File: config.mk
export PLATFORM = sky130hd
export DESIGN_NAME = uart_receiver
export DESIGN_NICKNAME = d
export VERILOG_FILES = /design/src/rtl/uart_receiver.sv
export SDC_FILE = /design/constraint.sdc
export NUM_CORES = 1
export LEC_CHECK = 0
export CORE_ASPECT_RATIO = 0.5
export CORE_MARGIN = 2
export CORE_UTILIZATION = 49
export CTS_CLUSTER_SIZE = 14
export DETAILED_ROUTE_END_ITERATION = 7
export MAX_ROUTING_LAYER = met4
export PLACE_DENSITY = 0.77
export SLEW_MARGIN = 5
export SYNTH_ARGS = -nofsm -noshare
export SYNTH_HDL_FRONTEND = slang
export SYNTH_SLANG_ARGS = --single-unit
File: constraint.sdc
create_clock -name CLK -period 1.71 [get_ports CLK]
set_clock_uncertainty 0.2 [all_clocks]
set_input_delay 0.2565 -clock CLK [delete_from_list [all_inputs] [get_ports CLK]]
set_output_delay 0.2565 -clock CLK [all_outputs]
set_load 0.005 [all_outputs]
File: src/rtl/uart_receiver.sv
// UART receive path: 16x oversampled, LSB-first, 8N1-style framing with configurable stop length.
// Latency: 2 CLK synchronizer, then rx_done one CLK after the stop-bit sample tick.
// Backpressure: none; each word is presented on a single-cycle rx_done strobe and must be taken then.
module uart_receiver #(
    parameter int DATA_BITS = 8,
    parameter int STOP_TICK = 16
) (
    input  logic                 CLK,
    input  logic                 RESET,
    input  logic                 sample_tick,
    input  logic                 rx_data,
    output logic                 rx_done,
    output logic [DATA_BITS-1:0] data_out,
    output logic                 frame_err
);

    typedef enum logic [1:0] {
        IDLE  = 2'd0,
        START = 2'd1,
        DATA  = 2'd2,
        STOP  = 2'd3
    } state_t;

    localparam logic [4:0] MID_START = 5'd7;
    localparam logic [4:0] MID_BIT   = 5'd15;
    localparam logic [4:0] STOP_LAST = 5'(STOP_TICK - 1);
    localparam logic [2:0] LAST_BIT  = 3'(DATA_BITS - 1);

    state_t               state, state_nxt;
    logic                 rx_meta, rx_s;
    logic [4:0]           tick, tick_nxt;
    logic [2:0]           nbits, nbits_nxt;
    logic [DATA_BITS-1:0] shift_reg, shift_nxt;
    logic [DATA_BITS-1:0] data_nxt;
    logic                 frame_err_nxt;
    logic                 rx_done_nxt;

    // Line idles high, so the synchronizer resets to 1 to avoid a false start.
    always_ff @(posedge CLK or posedge RESET) begin
        if (RESET) begin
            rx_meta <= 1'b1;
            rx_s    <= 1'b1;
        end else begin
            rx_meta <= rx_data;
            rx_s    <= rx_meta;
        end
    end

    always_ff @(posedge CLK or posedge RESET) begin
        if (RESET) begin
            state     <= IDLE;
            tick      <= '0;
            nbits     <= '0;
            shift_reg <= '0;
            data_out  <= '0;
            frame_err <= 1'b0;
            rx_done   <= 1'b0;
        end else begin
            state     <= state_nxt;
            tick      <= tick_nxt;
            nbits     <= nbits_nxt;
            shift_reg <= shift_nxt;
            data_out  <= data_nxt;
            frame_err <= frame_err_nxt;
            rx_done   <= rx_done_nxt;
        end
    end

    always_comb begin
        state_nxt     = state;
        tick_nxt      = tick;
        nbits_nxt     = nbits;
        shift_nxt     = shift_reg;
        data_nxt      = data_out;
        frame_err_nxt = frame_err;
        rx_done_nxt   = 1'b0;

        case (state)
            IDLE: begin
                if (!rx_s) begin
                    state_nxt = START;
                    tick_nxt  = '0;
                end
            end

            START: begin
                if (sample_tick) begin
                    if (tick == MID_START) begin
                        tick_nxt = '0;
                        if (!rx_s) begin
                            state_nxt = DATA;
                            nbits_nxt = '0;
                        end else begin
                            state_nxt = IDLE;
                        end
                    end else begin
                        tick_nxt = tick + 5'd1;
                    end
                end
            end

            DATA: begin
                if (sample_tick) begin
                    if (tick == MID_BIT) begin
                        tick_nxt  = '0;
                        shift_nxt = {rx_s, shift_reg[DATA_BITS-1:1]};
                        if (nbits == LAST_BIT) begin
                            state_nxt = STOP;
                        end else begin
                            nbits_nxt = nbits + 3'd1;
                        end
                    end else begin
                        tick_nxt = tick + 5'd1;
                    end
                end
            end

            STOP: begin
                if (sample_tick) begin
                    if (tick == STOP_LAST) begin
                        // A low stop bit still delivers the word, flagged.
                        tick_nxt      = '0;
                        data_nxt      = shift_reg;
                        frame_err_nxt = ~rx_s;
                        rx_done_nxt   = 1'b1;
                        state_nxt     = IDLE;
                    end else begin
                        tick_nxt = tick + 5'd1;
                    end
                end
            end

            default: begin
                state_nxt = IDLE;
                tick_nxt  = '0;
                nbits_nxt = '0;
            end
        endcase
    end

endmodule
==> results.sh, run 1 <==
export IMPL_drc=0
export IMPL_setup_tns_ns=-0.3730
export IMPL_power_density_nw_per_um2=1094
export IMPL_synth_edf_count=0
export IMPL_dr_pass1_iters=4
export IMPL_die_h_um=40.62
export IMPL_syn_nets=105
export IMPL_overflow=0
export IMPL_violations="setup timing"
export IMPL_io_pins=14
export IMPL_fillCellCount=183
export IMPL_yosys_top_cells_area="dfrtp_1 (53%), mux2_2 (15%), dfstp_2 (4.0%), ha_1 (3.8%), o21ai_0 (2.7%)"
export IMPL_cts_tree="yes"
export IMPL_max_cap_violations=0
export IMPL_syn_inst=97
export IMPL_final_common_cell="dfrtp_1"
export IMPL_fin_nets=139
export IMPL_vias=873
export IMPL_grt_util_all_layers=0.1737
export IMPL_cts_buffers=5
export IMPL_worst_path_buf_inv=0
export IMPL_gp_congestion=0.7830
export IMPL_routedWlPerCell_um=15.29
export IMPL_max_slew_margin=0.7419
export IMPL_final_cell_mix="dfrtp_1 (28), buf_4 (14), clkdlybuf4s50_1 (13)"
export IMPL_grt_max_degree=31
export IMPL_endpoint_kind="flip-flop"
export IMPL_clock_sinks=30
export IMPL_crit_path_frequent_cell="and3b_2"
export IMPL_grt_pass1_wl_um=3629
export IMPL_ys_ff_latch=30
export IMPL_synth_warnings=0
export IMPL_port_buffers=13
export IMPL_grt_pass1_vias=804
export IMPL_drt_iter0_markers=48
export IMPL_die_area_um2=3136
export IMPL_area_delta_synth_final_pct=36.19
export IMPL_cp_start_kind="flip-flop"
export IMPL_crit_fanout=5
export IMPL_final_hold_viol_count=0
export IMPL_die_x_um=77.23
export IMPL_synth_top_area_cell="dfrtp_1"
export IMPL_drive_gt1_frac=0.4621
export IMPL_post_route_util=0.6962
export IMPL_vias_per_cell=5.166
export IMPL_place_inst=159
export IMPL_cts_max_path_buffers=2
export IMPL_syn_area_per_cell_um2=13.54
export IMPL_status="finished, violations left"
export IMPL_cts_root_buf="clkbuf_8"
export IMPL_cts_htree_levels=2
export IMPL_num_rows=13
export IMPL_ys_flop_type="dfrtp_1"
export IMPL_syn_cell_area_um2=1314
export IMPL_antenna_found_initial=0
export IMPL_timing_fmax_ghz=0.5602
export IMPL_worstPathArrival_ns=1.76
export IMPL_vdd_drop_max_uv=952.5
export IMPL_hold_class="input pin to asynchronous set/reset pin"
export IMPL_antenna_cells=0
export IMPL_cpPeakStageDelay_ns=0.38
export IMPL_finalWorstSetupSlack_ns=-0.07505
export IMPL_finalCriticalPeriod_ns=1.785
export IMPL_initial_core_util=0.5112
export IMPL_setup_viol=14
export IMPL_leakage_nw=0.8504
export IMPL_grt_setup_unrepaired="true"
export IMPL_insertion_delay_ns=0.28
export IMPL_synth_top_cell_area_share=0.5333
export IMPL_dr_wl_met3_um=120
export IMPL_dp_hpwl_um=1657
export IMPL_slowest_stage="dfrtp_1"
export IMPL_top_layer_used="met4"
export IMPL_reg2reg_from="tick[0]$_DFFE_PP0P_"
export IMPL_wirelength_um=2584
export IMPL_cp_cell_sequence="ha_2 -> and3b_2 -> and3b_2 -> nor2b_4 -> mux2_2"
export IMPL_crit_path_start="tick[0]$_DFFE_PP0P_"
export IMPL_synthArstFlopShare=1.000
export IMPL_cts_clk_slew_worst_paths_ns=0.07
export IMPL_wl_met2_um=1182
export IMPL_critical_path_top_delay_family="simple AND/OR/NAND/NOR gates"
export IMPL_slew_viol_final=0
export IMPL_crit_type="flip-flop to flip-flop"
export IMPL_tightest_slew_ns=0.3872
export IMPL_fp_coreArea_um2=2570
export IMPL_final_antenna_net_count=0
export IMPL_ys_seq_area_frac=0.5733
export IMPL_fin_crit_sh=1.044
export IMPL_synth_cell_types=29
export IMPL_wl_met1_um=1251
export IMPL_crit_required_ns=1.68
export IMPL_fin_cells=169
==> metrics by stage <==
step | cell area, µm² | power (mW) | hold WS (ns) | setup slack [ns]
after CTS | 1735 | 1.933 | 0.1061 | -0.09169
after floorplan | 1345 | 1.129 | 0.06098 | -0.04745
after global placement | 1642 | 1.305 | 0.1454 | -0.2318
after global routing | 1789 | 2.059 | 0.1328 | -0.1409
final | 1789 | 1.957 | 0.1122 | -0.07505
after detailed placement | 1642 | 1.328 | 0.1548 | -0.2537
==> what timing repair did <==
| item | 4_1_cts | 5_1_grt |
|---|---|---|
| setup endpoints to repair | 18 | 20 |
| pin swaps | 3 | 8 |
| resized for setup | 2 | 12 |
| cloned | 1 | 0 |
| hold buffers | 0 | 0 |
| setup buffers | 1 | 1 |
==> layer usage <==
| metal | global-route usage | vias up |
|---|---|---|
| met1 | 0.1930 | 434 |
| li1 | - | 419 |
| met5 | - | - |
| met4 | 0.09375 | 0 |
| met3 | 0.07930 | 4 |
| met2 | 0.2761 | 16 |
==> cells by family (layout without fill, tap and decap cells) <==
family / count (synthesis) / after routing / share of synthesized area
compound gates: 16 / 16 / 0.08858
xor+xnor: 2 / 2 / 0.01334
fa+ha+maj: 4 / 4 / 0.03810
buf+inv: 7 / 41 / 0.03523
flops: 30 / 30 / 0.5733
mux: 18 / 18 / 0.1543
simple gates: 20 / 21 / 0.09715
==> worst register-to-register path: cells and delay by family, from the launching register on <==
| family | cells | cell delay [ns] |
|---|---|---|
| fa+ha+maj | 1 | 0.20 |
| simple gates | 3 | 0.65 |
| flops | 1 | 0.38 |
| mux | 1 | 0.25 |
==> layout make-up <==
cell class | instances | area (µm²) | area share
clock inverters | 2 | 12.51 | 0.006993
clock buffers | 6 | 82.58 | 0.04615
well taps | 37 | 46.29 | 0.02587
flip-flops and latches | 30 | 753.2 | 0.4210
inverters | 3 | 11.26 | 0.006294
repair buffers | 30 | 286.5 | 0.1601
multi-input cells | 61 | 596.8 | 0.3336
==> worst paths after layout <==
kind | endpoint | slack [ns] | cells after the start
min in group CLK | rx_s$_DFF_PP1_ | 0.16 | 0
worst max-delay path | nbits[0]$_DFFE_PP0P_ | -0.08 | 5
max in group asynchronous | rx_s$_DFF_PP1_ | 0.97 | 3
worst min-delay path | nbits[0]$_DFFE_PP0P_ | 0.11 | 3
worst min register to register | rx_s$_DFF_PP1_ | 0.16 | 0
worst max register to register | nbits[0]$_DFFE_PP0P_ | -0.08 | 5
==> synthesized netlist by cell type, types with 2 or more instances <==
master,n
buf_6,2
dfrtp_1,28
a22o_2,3
nor2_1,3
dfstp_2,2
nand2_1,4
ha_1,4
mux2_2,18
inv_1,3
nand3_1,4
o21ai_0,7
xor2_1,2
==> where the power goes <==
group | leakage [nW] | switching (mW) | internal (mW) | total (mW)
Sequential | 0.400 | 0.0726 | 0.783 | 0.856
Clock | 0.0472 | 0.268 | 0.323 | 0.591
Combinational | 0.403 | 0.228 | 0.282 | 0.510
Power figures use the tool's default switching activity.
==> run 2: changes to the inputs <==
Settings changed: CORE_UTILIZATION 49 to 50, PLACE_DENSITY 0.77 to 0.76.
Clock period 1.71 ns to 1.8 ns, I/O delays scaled along.
==> results.sh, run 2 (synthesis gave the netlist of run 1 again) <==
export IMPL_initial_core_util=0.5178
export IMPL_routedWlPerCell_um=13.26
export IMPL_clock_sinks=30
export IMPL_violations="setup timing"
export IMPL_finalWorstSetupSlack_ns=-0.01596
export IMPL_area_delta_synth_final_pct=29.43
export IMPL_die_x_um=76.49
export IMPL_wirelength_um=2175
export IMPL_power_mw=1.751
export IMPL_insertion_delay_ns=0.28
export IMPL_max_slew_margin=0.7539
export IMPL_setup_viol=1
export IMPL_slowest_stage="dfrtp_1"
export IMPL_crit_path_start="tick[0]$_DFFE_PP0P_"
export IMPL_cts_clk_slew_worst_paths_ns=0.07
export IMPL_grt_util_all_layers=0.1660
export IMPL_overflow=0
export IMPL_dp_hpwl_um=1474
export IMPL_num_rows=13
export IMPL_cp_cell_sequence="ha_2 -> and3b_2 -> and3b_2 -> buf_6 -> nor2b_4 -> mux2_2"
export IMPL_power_density_nw_per_um2=1029
export IMPL_die_area_um2=3078
export IMPL_status="finished, violations left"
export IMPL_cts_max_path_buffers=2
export IMPL_critical_path_endpoint="nbits[0]$_DFFE_PP0P_"
export IMPL_dr_pass1_iters=4
export IMPL_path_depth=6
export IMPL_vias_per_cell=5.165
export IMPL_cpPeakStageDelay_ns=0.38
export IMPL_grt_pass1_vias=789
export IMPL_grt_max_degree=31
export IMPL_cts_tree="yes"
export IMPL_critical_path_top_delay_family="simple AND/OR/NAND/NOR gates"
export IMPL_final_common_cell="dfrtp_1"
export IMPL_place_inst=153
export IMPL_r2r_cells=6
export IMPL_crit_fanout=5
export IMPL_fin_nets=134
export IMPL_final_hold_viol_count=0
export IMPL_crit_required_ns=1.77
export IMPL_cts_root_buf="clkbuf_8"
export IMPL_crit_path_frequent_cell="and3b_2"
export IMPL_leakage_nw=0.8090
export IMPL_worstPathArrival_ns=1.78
export IMPL_setup_tns_ns=-0.01596
export IMPL_final_cell_mix="dfrtp_1 (28), mux2_2 (18), clkdlybuf4s50_1 (13)"
export IMPL_reg2reg_from="tick[0]$_DFFE_PP0P_"
export IMPL_r2r_setup_slack_ns=-0.02
export IMPL_crit_type="flip-flop to flip-flop"
export IMPL_io_pins=14
export IMPL_max_cap_violations=0
export IMPL_die_h_um=40.25
export IMPL_slew_viol_final=0
export IMPL_drive_gt1_frac=0.4409
export IMPL_antenna_cells=0
export IMPL_cts_hold_buffers=0
export IMPL_seqCellArea_um2=753.2
export IMPL_fp_coreArea_um2=2537
export IMPL_hold_class="flip-flop to flip-flop"
export IMPL_grt_pass1_wl_um=3553
export IMPL_finalCriticalPeriod_ns=1.816
export IMPL_final_antenna_net_count=0
export IMPL_endpoint_kind="flip-flop"
export IMPL_fin_crit_sh=1.009
export IMPL_worst_path_buf_inv=1
export IMPL_vias=847
export IMPL_multi_input_area_um2=553.0
export IMPL_cts_htree_levels=2
export IMPL_timing_fmax_ghz=0.5507
export IMPL_antenna_found_initial=0
export IMPL_r2r_end="nbits[0]$_DFFE_PP0P_"
export IMPL_tightest_slew_ns=0.3691
export IMPL_port_buffers=13
export IMPL_cp_start_kind="flip-flop"
export IMPL_grt_setup_unrepaired="true"
export IMPL_gp_congestion=0.8247
export IMPL_fin_cells=164
export IMPL_fillCellCount=190
export IMPL_drc=0
export IMPL_drt_iter0_markers=27
export IMPL_cts_buffers=5
export IMPL_vdd_drop_max_uv=576.7
## run 2: cell count changes in the layout (fill, tap and decap cells not counted)
| cell | change |
|---|---|
| buf_2 | +1 |
| mux2_2 | +9 |
| and3b_2 | -1 |
| buf_4 | -4 |
| mux2_4 | -9 |
| o21ai_1 | -1 |
| o21ai_0 | +1 |
| buf_12 | -1 |
## run 2: per-stage QoR
stage          hold slack (ns)  worst slack [ns]    util  cell area, µm²
2_1_floorplan          0.07448          0.005320       -            1325
3_3_place_gp            0.1484           -0.1753  0.6124            1554
3_5_place_dp            0.1499           -0.1730  0.6124            1554
4_1_cts                 0.1591          -0.03049  0.6598            1674
5_1_grt                 0.1618          -0.04741  0.6701            1700
6_report                0.1583          -0.01596  0.6701            1700
## run 2: final cells by class
| class | instances | share of cell area |
|---|---|---|
| clock buffers | 6 | 0.04857 |
| clock inverters | 2 | 0.007358 |
| inverters | 3 | 0.006623 |
| multi-input cells | 60 | 0.3252 |
| flip-flops and latches | 30 | 0.4430 |
| well taps | 37 | 0.02723 |
| repair buffers | 26 | 0.1420 |
## run 2: worst register-to-register path, delay by kind of cell (launching register included)
kind | cells | cell delay (ns)
multiplexers | 1 | 0.25
AND/OR/NAND/NOR | 3 | 0.56
adder cells (fa/ha/maj) | 1 | 0.19
buffers and inverters | 1 | 0.13
flip-flops | 1 | 0.38
## run 2: power breakdown
part | switching, mW | internal (mW) | leakage, nW
combinational | 0.160 | 0.198 | 0.362
clock | 0.246 | 0.306 | 0.0472
sequential | 0.0957 | 0.744 | 0.400
## run 2: routing by layer
layer / vias up / wire length [µm] / global-route usage
li1: 408 / - / -
met1: 421 / 1061 / 0.2034
met2: 16 / 998 / 0.2566
met3: 2 / 100 / 0.06306
met4: 0 / 14 / 0.06818
met5: - / 0 / -
## run 2: worst min path at each step
stage / startpoint / endpoint / slack (ns) / depth (start not counted)
after global routing: rx_meta$_DFF_PP1_ / rx_s$_DFF_PP1_ / 0.16 / 0
after detailed placement: rx_meta$_DFF_PP1_ / rx_s$_DFF_PP1_ / 0.15 / 0
after global placement: rx_meta$_DFF_PP1_ / rx_s$_DFF_PP1_ / 0.15 / 0
after floorplan: rx_data / rx_meta$_DFF_PP1_ / 0.07 / 0
after CTS: rx_meta$_DFF_PP1_ / rx_s$_DFF_PP1_ / 0.16 / 0
final: rx_meta$_DFF_PP1_ / rx_s$_DFF_PP1_ / 0.16 / 0
## run 2: what timing repair did
item | 4_1_cts | 5_1_grt
setup endpoints to repair | 3 | 3
buffers inserted | 1 | 1
cloned | 0 | 1
gates resized for setup | 3 | 3
pin swaps | 2 | 6
==> run 3: changes to the inputs <==
Settings changed: SLEW_MARGIN 5 to 0.
==> results of run 3 <==
No change in the layout: final DEF, timing and power equal those of run 2.
